===== src/rtl/rx_stream_gen.sv =====
// rx_stream_gen: multi-channel RX sample generator.
//
// Each channel decimates clk by (rate+1), tags the selected DDS value with a
// running sequence number and pushes the word into its own small FIFO, which
// is drained over an AXI-stream style valid/ready pair. A sample that finds
// the FIFO full (with no pop on the same edge) is dropped and latches the
// channel's sticky overflow flag.
//
// Ports
//   clk            system clock
//   rst_n          asynchronous active-low reset, whole block
//   ch_rst_n_i     per-channel synchronous active-low clear
//   rate_i         per-channel decimation rate, RATE_WIDTH bits each
//   dds_i          three DDS sources, DDS_WIDTH bits each
//   dds_source_i   per-channel 2-bit source select (3 = constant zero)
//   axis_tready_i  per-channel downstream ready
//   axis_tvalid_o  per-channel FIFO non-empty
//   axis_tdata_o   per-channel head-of-FIFO word {seq, dds}
//   overflow_o     per-channel sticky sample-dropped flag
module rx_stream_gen #(
  parameter int CHANNELS   = 2,
  parameter int RATE_WIDTH = 10,
  parameter int DDS_WIDTH  = 18,
  parameter int DATA_WIDTH = 32,
  parameter int FIFO_DEPTH = 4
) (
  input  logic                           clk,
  input  logic                           rst_n,
  input  logic [CHANNELS-1:0]            ch_rst_n_i,
  input  logic [CHANNELS*RATE_WIDTH-1:0] rate_i,
  input  logic [3*DDS_WIDTH-1:0]         dds_i,
  input  logic [CHANNELS*2-1:0]          dds_source_i,
  input  logic [CHANNELS-1:0]            axis_tready_i,
  output logic [CHANNELS-1:0]            axis_tvalid_o,
  output logic [CHANNELS*DATA_WIDTH-1:0] axis_tdata_o,
  output logic [CHANNELS-1:0]            overflow_o
);

  localparam int SEQ_W = DATA_WIDTH - DDS_WIDTH;
  localparam int AW    = (FIFO_DEPTH > 1) ? $clog2(FIFO_DEPTH) : 1;

  for (genvar c = 0; c < CHANNELS; c++) begin : g_ch
    logic [RATE_WIDTH-1:0] cnt;
    logic [SEQ_W-1:0]      seq;
    logic [DATA_WIDTH-1:0] mem [FIFO_DEPTH];
    logic [AW-1:0]         wr_ptr;
    logic [AW-1:0]         rd_ptr;
    logic [AW:0]           count;
    logic                  ovf;

    logic [RATE_WIDTH-1:0] rate;
    logic [1:0]            src;
    logic [DDS_WIDTH-1:0]  dds_sel;
    logic                  gen;
    logic                  full;
    logic                  valid;
    logic                  pop;
    logic                  push_ok;

    assign rate = rate_i[c*RATE_WIDTH +: RATE_WIDTH];
    assign src  = dds_source_i[c*2 +: 2];

    always_comb begin
      dds_sel = '0;
      case (src)
        2'd0:    dds_sel = dds_i[0*DDS_WIDTH +: DDS_WIDTH];
        2'd1:    dds_sel = dds_i[1*DDS_WIDTH +: DDS_WIDTH];
        2'd2:    dds_sel = dds_i[2*DDS_WIDTH +: DDS_WIDTH];
        default: dds_sel = '0;
      endcase
    end

    // >= rather than == so lowering the rate below the running count fires
    // on the next edge instead of waiting for a counter wrap.
    assign gen   = (cnt >= rate);
    assign full  = (count == (AW+1)'(FIFO_DEPTH));
    assign valid = (count != '0);
    assign pop   = valid & axis_tready_i[c];
    // A push into a full FIFO is still taken when the head leaves on the same edge.
    assign push_ok = gen & (~full | pop);

    always_ff @(posedge clk or negedge rst_n) begin
      if (!rst_n) begin
        cnt    <= '0;
        seq    <= '0;
        wr_ptr <= '0;
        rd_ptr <= '0;
        count  <= '0;
        ovf    <= 1'b0;
        for (int i = 0; i < FIFO_DEPTH; i++) mem[i] <= '0;
      end else if (!ch_rst_n_i[c]) begin
        // Storage is left alone; the stale head is don't-care while empty.
        cnt    <= '0;
        seq    <= '0;
        wr_ptr <= '0;
        rd_ptr <= '0;
        count  <= '0;
        ovf    <= 1'b0;
      end else begin
        if (gen) begin
          cnt <= '0;
          seq <= seq + 1'b1;
        end else begin
          cnt <= cnt + 1'b1;
        end

        if (push_ok) begin
          mem[wr_ptr] <= {seq, dds_sel};
          wr_ptr      <= wr_ptr + 1'b1;
        end
        if (gen && !push_ok) ovf <= 1'b1;

        if (pop) rd_ptr <= rd_ptr + 1'b1;

        case ({push_ok, pop})
          2'b10:   count <= count + 1'b1;
          2'b01:   count <= count - 1'b1;
          default: count <= count;
        endcase
      end
    end

    assign axis_tvalid_o[c]                           = valid;
    assign overflow_o[c]                              = ovf;
    assign axis_tdata_o[c*DATA_WIDTH +: DATA_WIDTH]   = mem[rd_ptr];
  end

endmodule


===== config.mk =====
export PLATFORM = sky130hd
export DESIGN_NAME = rx_stream_gen
export DESIGN_NICKNAME = d
export VERILOG_FILES = /design/src/rtl/rx_stream_gen.sv
export SDC_FILE = /design/constraint.sdc
export NUM_CORES = 1
export LEC_CHECK = 0
export ABC_AREA = 1
export BUFFER_PORTS_ARGS = -buffer_cell sky130_fd_sc_hd__buf_4
export CAP_MARGIN = 20
export CORE_MARGIN = 3
export CORE_UTILIZATION = 45
export CTS_BUF_LIST = sky130_fd_sc_hd__clkbuf_4 sky130_fd_sc_hd__clkbuf_8
export DETAILED_ROUTE_END_ITERATION = 8
export GPL_TIMING_DRIVEN = 0
export PLACE_DENSITY_LB_ADDON = 0.08
export SYNTH_ARGS = -nofsm -noshare
export SYNTH_HDL_FRONTEND = slang
export SYNTH_SLANG_ARGS = --single-unit

===== constraint.sdc =====
create_clock -name clk -period 3.26 [get_ports clk]
set_input_delay 0.652 -clock clk [delete_from_list [all_inputs] [get_ports clk]]
set_output_delay 0.652 -clock clk [all_outputs]
set_load 0.02 [all_outputs]

Yosys cells after proc, flatten, opt, wreduce, memory -nomap -nowiden
Cells that the tools add are included.
Word-level totals
  input bits: 84
  register bits after elaboration: 320
  logic and storage cells: 122
  memory bits (read-only): 0
  output and inout bits: 68
  bits in writable memories: 0
  bits in latches: 0
  memories: 0
Cells by class
  shift operators: 0
  equality and inequality tests: 20
  bitwise logic cells: 12
  multiplexer cells: 38
  div/mod/pow operators: 0
  multipliers: 0
  reduce and logical (&&, ||, !) cells: 12
  magnitude comparators: 8
  $add $sub $neg: 12
Operators by type and width (count)
  128-bit bitwise mux: 2
  32-bit two-way mux: 6
  32-bit binary-select mux with 2-bit select: 2
  32-bit demux with 2-bit select: 2
  18-bit case mux with 3 select lines: 2
  14-bit two-way mux: 4
  10-bit two-way mux: 4
  14-bit by 1-bit adder with 14-bit output (second input constant): 2
  10-bit by 1-bit adder with 10-bit output (second input constant): 2
  10-bit >= comparator: 2
  2-bit two-way mux: 8
  2-bit by 1-bit != test with 1-bit output (second input constant): 8
  3-bit >= comparator (second input constant): 4
  2-bit NOT with 3-bit output: 4
  3-bit case mux with 2 select lines: 2
  2-bit by 1-bit adder with 2-bit output (second input constant): 4
  2-bit by 1-bit == test with 1-bit output (second input constant): 4
  2-bit == test (second input constant): 4
  3-bit by 1-bit adder with 3-bit output (second input constant): 2
  3-bit == test (second input constant): 2
  3-bit by 1-bit < comparator with 1-bit output (second input constant): 2
  3-bit two-way mux: 2
  3-bit by 1-bit != test with 1-bit output (second input constant): 2
  3-bit nonzero test: 2
  other kinds (9): 24

Logic depth before layout (Yosys ltp)
  depth after elaboration: 8
  mapped depth: 15
  gate-level depth less buffers: 15

Worst setup path after synthesis
No wires, ideal clock.
  kind: input to register
  from: input port rate_i[9]
  to: register g_ch[0].count[2]
  arrival: 2314 ps
  path buffers: 0
  setup slack: 828 ps
  required time: 3142 ps
  setup time: 118 ps
  stages on the path: 13
  path through: inv_1 > ha_1 > nand2_2 > inv_1 > a21oi_1 > nand4_1 > fa_1 > xor2_1 > inv_1 > nand2_1 > nand2_1 > nand3_1 > nand2_1
Between the ends
  word-level cells in the longest chain between the ends: 5
  elaborated cells between the ends (all ways): 7
  classes of those cells: order compare (1); eq/ne (3); mux (2); bitwise (1)
Ends and longest elaborated chain
  from (decl): RTL line 30  | input logic [CHANNELS*RATE_WIDTH-1:0] rate_i,
  10-bit >= comparator *: RTL line 75  | assign gen = (cnt >= rate);
  1-bit AND *: RTL line 80  | assign push_ok = gen & (~full | pop);
  2-bit by 1-bit == test with 1-bit output / 2-bit == test (equally long branches): RTL line 115  | case ({push_ok, pop})
  3-bit case mux with 2 select lines: RTL line 115
  3-bit two-way mux: RTL line 91  | end else if (!ch_rst_n_i[c]) begin
  to (signal assigned): RTL line 116  | 2'b10: count <= count + 1'b1;
  to (signal assigned): RTL line 117  | 2'b01: count <= count - 1'b1;
  to (signal assigned): RTL line 118  | default: count <= count;
  to (decl): RTL line 48  | logic [AW:0] count;
Every way passes the cells marked *; elsewhere a longest branch is shown, timed or not.
A chain may end at the register's enable or synchronous reset.

Final worst setup path
  from: register g_ch[1].rd_ptr[0]
  to: output port axis_tdata_o[50]
Between the ends
  word-level cells in the longest chain between the ends: 4
Ends and longest elaborated chain
  from (decl): RTL line 47  | logic [AW-1:0] rd_ptr;
  from (signal assigned): RTL line 113  | if (pop) rd_ptr <= rd_ptr + 1'b1;
  2-bit NOT with 3-bit output (implied by the code): RTL line 125  | assign axis_tdata_o[c*DATA_WIDTH +: DATA_WIDTH] = mem[rd_ptr];
  32-bit binary-select mux with 2-bit select: RTL line 125
  32-bit two-way mux (implied by the code) (2 in series): RTL line 125
  to (decl): RTL line 35  | output logic [CHANNELS*DATA_WIDTH-1:0] axis_tdata_o,
No other way between the ends. The select of a mux whose other input is x is not followed.

==> run summary <==
Pwr Total = 10.97 mW
max cap viols = 0
initial antenna violation count = 0
first-pass GRT wire length = 74.62 mm
Slew Limit Headroom = 0.2185
buffers added on ports = 150
row cnt = 67
final net count = 2168
WP data required = 2.61 ns
CTS max path bufs = 3
synth-to-layout area growth = 19.00%
Hold WS = 0.3169 ns
PD cells = 585.3 nW/um^2
synth top area cells = dfrtp_1 51%, nand2_1 8.7%, o21ai_1 7.1%
FF-to-FF path depth = 12
WHS Path Cells = 3
Setup TNS = 0 ns
setup repair after global routing missed its margin = false
Least-Margin Pin Slew = 1.172 ns
clk_skew = 0.01501 ns
highest routed metal layer = met4
Die X = 193.1 um
Final period util = 0.9578
Post-Syn Nets = 1958
post-synthesis instance area = 15750 um^2
CP Launch Type = flip-flop
critical path class = flip-flop to output port
grt ovf = 0
DRC = 0
Die ar. = 37280 um^2
antenna fix cells = 0
Root Buffer = clkbuf_8
Syn. warnings = 0
Fin. Hold Viols = 0
vias per cell = 5.446
Slew Limit Fails = 0
area leader, netlist = dfrtp_1
GP Congestion = 0.9697
post-DP HPWL = 32.29 mm
CP arrival = 2.47 ns
clk_lat worst skew = 0.63 ns
total clock sinks = 320
Initial Util = 0.4628
routed wl met2 = 20.32 mm
post-synthesis cell count = 1840
area of the core = 34040 um^2
Synth cell types = 36
postcts setup bufs = 0
Post-DRT Antenna Nets = 0
CTS Buf Count = 56
WL/cell = 18.40 um
htree depth = 2
final instance area = 18740 um^2
DR iter-0 viols = 957
Crit Path Max Fanout = 11
pin count of the biggest net entering global routing = 105
Synth top area share = 0.5084
Seq/Total Area, Yosys = 0.5084
Max IR drop VDD = 0.3530 mV
M1 WL = 21.64 mm
Vias = 13816
number of iterations in the first detailed-routing pass = 8
number of global-route vias before repair = 13596
Routed WL = 46.69 mm
run status = completed
layout cells sized above 1 = 0.1795
Total GRT Usage = 0.2544
CTS tree = yes
final setup violation count = 0
Mapped Avg Cell Area = 8.560 um^2
DP Area = 17530 um^2
Yosys reg bits = 320
fmax = 320.2 MHz
Die Y = 193.1 um
clock slew at reported path FFs = 0.06 ns
number of I/O pins = 152
CP endpoint kind = output port
Min-Delay Path Class = input port to flip-flop
Leak = 8.894 nW
met3 wire len = 3.343 mm
Min Clock Period, post-route = 3.123 ns
what timing repair did:
action,CTS,global route
hold buffers,1,0
hold endpoints to repair,68,0
setup endpoints to repair,57,19
pin swaps,0,0
gates resized for setup,12,9
sequential cells by signal, indices dropped and copies added (netlist names):
name         cells
g_ch.ovf         2
g_ch.seq        28
g_ch.cnt        20
g_ch.rd_ptr      4
g_ch.mem       256
g_ch.wr_ptr      4
g_ch.count       6
path summary, 6_finish.rpt:
check | from | endpoint | slack, ns
min in group asynchronous | rst_n | g_ch[0].mem[103]$_DFFE_PN0P_ | 0.57
worst max-delay path | g_ch[1].rd_ptr[0]$_DFFE_PN0P_ | axis_tdata_o[50] | 0.14
worst min register to register | g_ch[0].mem[46]$_DFFE_PN0P_ | g_ch[0].mem[46]$_DFFE_PN0P_ | 0.48
worst max register to register | g_ch[0].cnt[8]$_DFF_PN0_ | g_ch[0].count[2]$_DFFE_PN0P_ | 0.83
worst min-delay path | ch_rst_n_i[0] | g_ch[0].seq[3]$_DFFE_PN0P_ | 0.32
max in group asynchronous | rst_n | g_ch[1].mem[119]$_DFFE_PN0P_ | 1.02
cell usage after synthesis:
cell / n
nand2_2: 3
nand2_1: 365
o21ai_0: 158
buf_6: 40
buf_2: 10
clkinv_1: 1
xor2_1: 14
o31ai_1: 1
xnor2_1: 1
o22ai_1: 64
a31oi_1: 6
and3_1: 1
nor2_4: 1
inv_1: 127
nor2_1: 223
nand3_1: 46
fa_1: 2
nand2_4: 10
buf_1: 1
nor3_1: 16
ha_1: 32
a21oi_1: 28
o21a_1: 2
clkbuf_1: 45
a221oi_1: 36
dfrtp_1: 320
o21ai_1: 225
nor2_2: 1
buf_4: 11
nor2_8: 2
nor4_1: 1
nor3b_1: 2
nand3b_1: 1
o21ai_2: 31
nand3_2: 2
nand4_1: 11
area by class of cell:
cell class / count / area, um^2
clock buffers: 91 / 1140
multi-input cells: 1285 / 6525
well taps: 448 / 560.5
clock inverters: 6 / 35.03
flip-flops and latches: 320 / 8008
plain buffers: 105 / 768.2
repair buffers: 154 / 1226
inverters: 128 / 480.5
fillers: 3194 / 15290
metrics by stage:
step                setup slack [ns]  instances    util
global placement              -1.527       2438  0.5123
finish                        0.1374       2537  0.5507
detailed placement            0.2725       2441  0.5150
CTS                         0.006716       2537  0.5505
floorplan                     0.8279       1840       -
global route                 0.02052       2537  0.5507
placed cells by master (no fill, tap or decap), types with 16 or more instances in the layout:
master	netlist	layout
a21oi_1	28	28
a221oi_1	36	36
buf_4	11	160
buf_6	40	40
clkbuf_1	45	33
clkbuf_4	0	21
clkbuf_8	0	73
dfrtp_1	320	320
ha_1	32	32
inv_1	127	126
nand2_1	365	365
nand3_1	46	46
nor2_1	223	223
nor3_1	16	16
o21ai_0	158	158
o21ai_1	225	225
o21ai_2	31	31
o22ai_1	64	61
logic make-up (layout without fill, tap and decap cells):
family / Yosys count / count (layout) / synth area share
xor+xnor: 15 / 15 / 0.008342
fa+ha+maj: 34 / 34 / 0.02796
simple gates: 685 / 685 / 0.1797
flops: 320 / 320 / 0.5084
compound gates: 551 / 551 / 0.1971
buf+inv: 235 / 484 / 0.07849
report_power, final:
group	total, mW	switching, mW	leakage (nW)	internal [mW]
Clock	3.85	1.66	0.624	2.19
Combinational	2.91	1.88	3.84	1.03
Sequential	4.21	0.104	4.43	4.11
routing by layer:
| layer | vias up | GRT usage |
|---|---|---|
| li1 | 6622 | - |
| met1 | 6617 | 0.3745 |
| met2 | 484 | 0.3827 |
| met3 | 93 | 0.04267 |
| met4 | 0 | 0.08707 |
| met5 | - | 0 |
critical path, cell delays in order, from the launching register on:
cell and delay [ns]:
dfrtp_1 0.39, clkbuf_1 0.25, inv_2 0.23, clkbuf_2 0.29
o21ai_0 0.13, o22ai_1 0.32, buf_4 0.21
(Power assumes the default switching activity.)
